**src/rtl/prio_deco_hold.sv**
```systemverilog
// Registered 2-to-4 decoder that holds the decoded one-hot line for a programmable number of cycles.
// Optional per-line accept counters are compiled in with `define PRIO_DECO_STATS_EN.
module prio_deco_hold #(
  parameter int HOLD_W = 4,
  parameter int CNT_W  = 8
) (
  input  logic              clk,
  input  logic              rst_n,
  input  logic              in_valid,
  output logic              in_ready,
  input  logic [1:0]        in_idx,
  input  logic [HOLD_W-1:0] hold_len,
  output logic [3:0]        Y,
  output logic              out_valid
`ifdef PRIO_DECO_STATS_EN
  ,
  output logic [4*CNT_W-1:0] evt_cnt
`endif
);

  localparam logic [0:0] IDLE = 1'b0;
  localparam logic [0:0] HOLD = 1'b1;

  logic [0:0]        state_reg;
  logic [HOLD_W-1:0] cnt_reg;
  logic [3:0]        y_reg;
  logic              out_valid_reg;
  logic [3:0]        dec;
  logic [HOLD_W-1:0] cnt_load;
  logic              accept;

  // Keeps CNT_W referenced in builds without the counters.
  if (CNT_W < 1) begin : g_cnt_w_unused
  end

  for (genvar gi = 0; gi < 4; gi++) begin : g_dec
    assign dec[gi] = (in_idx == gi[1:0]);
  end

  // hold_len of 0 behaves as 1, so both load a zero remaining count.
  assign cnt_load = (hold_len == '0) ? '0 : hold_len - 1'b1;

  assign in_ready  = rst_n && ((state_reg == IDLE) || (cnt_reg == '0));
  assign accept    = in_valid && in_ready;
  assign Y         = y_reg;
  assign out_valid = out_valid_reg;

  always_ff @(posedge clk) begin
    if (!rst_n) begin
      state_reg     <= IDLE;
      cnt_reg       <= '0;
      y_reg         <= '0;
      out_valid_reg <= 1'b0;
    end else if (accept) begin
      state_reg     <= HOLD;
      cnt_reg       <= cnt_load;
      y_reg         <= dec;
      out_valid_reg <= 1'b1;
    end else if (state_reg == HOLD) begin
      if (cnt_reg != '0) begin
        cnt_reg <= cnt_reg - 1'b1;
      end else begin
        state_reg     <= IDLE;
        y_reg         <= '0;
        out_valid_reg <= 1'b0;
      end
    end
  end

`ifdef PRIO_DECO_STATS_EN
  logic [CNT_W-1:0] evt_reg [4];

  for (genvar gi = 0; gi < 4; gi++) begin : g_stats
    always_ff @(posedge clk) begin
      if (!rst_n) begin
        evt_reg[gi] <= '0;
      end else if (accept && dec[gi] && (evt_reg[gi] != '1)) begin
        evt_reg[gi] <= evt_reg[gi] + 1'b1;
      end
    end
    assign evt_cnt[gi*CNT_W +: CNT_W] = evt_reg[gi];
  end
`endif

endmodule
```
**config.mk**
```make
export PLATFORM = sky130hd
export DESIGN_NAME = prio_deco_hold
export DESIGN_NICKNAME = d
export VERILOG_FILES = /design/src/rtl/prio_deco_hold.sv
export SDC_FILE = /design/constraint.sdc
export NUM_CORES = 1
export LEC_CHECK = 0
export ABC_AREA = 1
export BUFFER_PORTS_ARGS = -buffer_cell sky130_fd_sc_hd__clkbuf_2
export CAP_MARGIN = 20
export CORE_UTILIZATION = 44
export CTS_CLUSTER_SIZE = 24
export DETAILED_ROUTE_END_ITERATION = 8
export PLACE_DENSITY_LB_ADDON = 0.05
export SETUP_SLACK_MARGIN = 0.4
export SYNTH_ARGS = -nofsm -noshare
export SYNTH_HDL_FRONTEND = slang
export SYNTH_SLANG_ARGS = --single-unit
export TNS_END_PERCENT = 10
```
**constraint.sdc**
```tcl
create_clock -name clk -period 1.25 [get_ports clk]
set_input_delay 0.125 -clock clk [delete_from_list [all_inputs] [get_ports clk]]
set_output_delay 0.125 -clock clk [all_outputs]
set_load 0.01 [all_outputs]
```
==> results by group <==
Floorplan
  – Die ar.: 0.00147 sq mm
  – FP Rows: 12
  – Die W: 38.3 um
  – Die height: 38.3 um
  – Initial Utilization: 0.496
  – Core area: 0.00117 sq mm
  – IO Count: 15

Route
  – Drt wl/cell: 12.9 um
  – Drt pass-1 iters: 4
  – Routed wire length: 1.56 mm
  – Final ANT Viol Nets: 0
  – Drt via density: 5.21
  – DR vias: 630
  – # DRC: 0
  – Iteration-0 DRC Markers: 24

Final layout
  – ANT cells: 0
  – Share of post-route cells with drive strength above 1: 0.458
  – Post-route cell area: 860 sq um
  – Layout area overhead: 48.1%
  – Layout Cells excl Fill: 121
  – Fin nets: 118

Timing
  – Slew Limit Fails: 0
  – Final critical-path share of the clock period: 1.06
  – Relative slew slack: 0.728
  – Setup Skew: 0.00124 ns
  – Setup ws final: -0.0725 ns
  – Final Hold Viols: 0
  – RSZ-0062 raised after global routing: yes
  – Final setup TNS: -0.260 ns
  – Max Clock Freq: 756 MHz
  – Worst slew pin tran: 0.408 ns
  – Final min period: 1.32 ns
  – Final setup fails: 7

Placed design
  – Gpl congestion: 0.767
  – Number of buffers added on ports: 14
  – Placed cells: 108
  – Pre-CTS WS: 0.0335 ns
  – Final HPWL DP: 922 um
  – Placement-stage cell area: 683 sq um

Power
  – P_int: 0.000677 W
  – P_sw: 0.000323 W
  – Combinational Power Share: 0.325
  – Max VDD drop: 0.690 mV
  – Clock Power Share: 0.296
  – Seq pwr share: 0.379
  – Net Sw Frac: 0.323
  – Leakage power: 0.389 nW
  – Pwr dens: 1160 mW/mm^2
  – Tot Pwr: 0.00100 W

Logic synthesis
  – Ranking of synthesized cells by instance count: nand3_1 (16), nand2_1 (15), dfxtp_1 (10), a21oi_1 (8), nor2_1 (8)
  – Flops & latches, synth: 10
  – Yosys top cell area share: 0.345
  – Post-synthesis cell area: 581 sq um
  – Area leader, netlist: dfxtp_1
  – Post-synth EDFFs: 0
  – Seq/Total Area, Yosys: 0.345
  – Post-Synthesis Cells: 80
  – Syn_area_per_cell: 7.26 sq um
  – Cell with the most instances after synthesis: nand3_1
  – Post-synth cell types: 21
  – Syn Nets: 90
  – Synth area leaders: dfxtp_1 (34%), nand3_1 (14%), nand2_1 (9.7%)
  – Main flop type after synthesis: dfxtp_1
  – FFs w/ async S/R, synth: 0
  – Yosys warnings: 0

GRT
  – Vias in the first global route: 490
  – First-pass GRT wire length: 2.07 mm
  – Largest net degree at the start of global routing: 14
  – Total GRT Usage: 0.207
  – Overflow after GRT: 0
  – Initial antenna violation count: 0

Critical path
  – Worst Path Arrival: 1.52 ns
  – Crit path max fanout: 3
  – CP Capture Type: flip-flop
  – Critical Path Start Type: flip-flop
  – Worst EP required: 1.44 ns
  – Critical path class: reg -> reg
  – R2R Setup Slk: -0.07 ns

Clock network
  – Worst-path clk slew: 0.07 ns
  – Clk sinks: 10
  – Clk Latency, worst-skew pair: 0.27 ns
  – Total CTS buffers: 3
  – H-tree Lvls: 1
  – Clock Tree Root: clkbuf_4
  – Max clock buf depth: 2
  – CTS tree: done

Outcome
  – Outcome: complete, but fails checks
  – Failing checks: setup timing

Run
  – Max-cap violations: 0

Min path
  – Worst min path class: in -> reg
path summary, 6_finish.rpt:
check                                             start                       to  cells after the start
worst max register to register  cnt_reg[1]$_SDFFE_PN0P_  cnt_reg[2]$_SDFFE_PN0P_                      8
worst min-delay path                          in_idx[0]        Y[3]$_SDFFE_PN0P_                      3
worst min register to register        Y[1]$_SDFFE_PN0P_        Y[1]$_SDFFE_PN0P_                      2
worst max-delay path            cnt_reg[1]$_SDFFE_PN0P_  cnt_reg[2]$_SDFFE_PN0P_                      8
worst max-delay path, cell delays in order, from the launching register on:
cell,delay [ns]
dfxtp_2,0.35
inv_2,0.05
ha_4,0.16
buf_4,0.13
xor2_1,0.16
nand3_1,0.10
nand2_1,0.10
nand2_1,0.06
a21oi_1,0.14
cell families after synthesis:
family / count (synthesis) / synth area share
DFF: 10 / 0.345
AOI/OAI and AO/OA: 13 / 0.138
buffers and inverters: 8 / 0.0646
adders and majority gates: 1 / 0.0215
and+or+nand+nor: 46 / 0.401
xor gates and xnor gates: 2 / 0.0302
stage by stage:
step,hold slack [ns],util
2_1_floorplan,0.259,-
3_5_place_dp,0.438,0.583
3_3_place_gp,0.429,0.583
5_1_grt,0.179,0.734
4_1_cts,0.144,0.652
6_report,0.150,0.734
repair_timing:
item                       in CTS  in global routing
pin swaps                       4                  6
resized for setup               7                 19
setup endpoints to repair      16                 16
hold buffers                    0                  0
setup buffers                   4                  5
layer usage:
| metal | part of all wire | routed length, um | track usage |
|---|---|---|---|
| met1 | 0.45 | 703 | 0.260 |
| met2 | 0.50 | 785 | 0.335 |
| met3 | 0.042 | 65 | 0.0523 |
| met4 | 0.0058 | 9 | 0.0804 |
| met5 | 0 | 0 | 0 |
power groups by stage:
| stage | Sequential, W | Clock [W] | Combinational, W |
|---|---|---|---|
| 2_1_floorplan | 0.000379 | 0 | 0.000171 |
| 3_3_place_gp | 0.000376 | 0 | 0.000234 |
| 3_5_place_dp | 0.000378 | 0 | 0.000234 |
| 4_1_cts | 0.000371 | 0.000302 | 0.000269 |
| 5_1_grt | 0.000382 | 0.000310 | 0.000355 |
| 6_report | 0.000379 | 0.000296 | 0.000325 |
cell type report:
cell class | instances | area [sq um]
clock buffer | 4 | 36.3
fill | 103 | 312
inverter | 6 | 22.5
multi-input combinational | 62 | 383
sequential | 10 | 209
tap | 14 | 17.5
timing repair buffer | 25 | 191
placed cells by master, fill, tap and decap left out, types with 3 or more instances in the layout:
cell	n
nand3_1	16
nand2_1	14
buf_4	9
nor2_1	8
clkbuf_2	8
dfxtp_2	7
buf_6	7
a21oi_1	6
inv_2	3
inv_1	3
clkbuf_4	3
dfxtp_1	3
(Power assumes the default switching activity.)
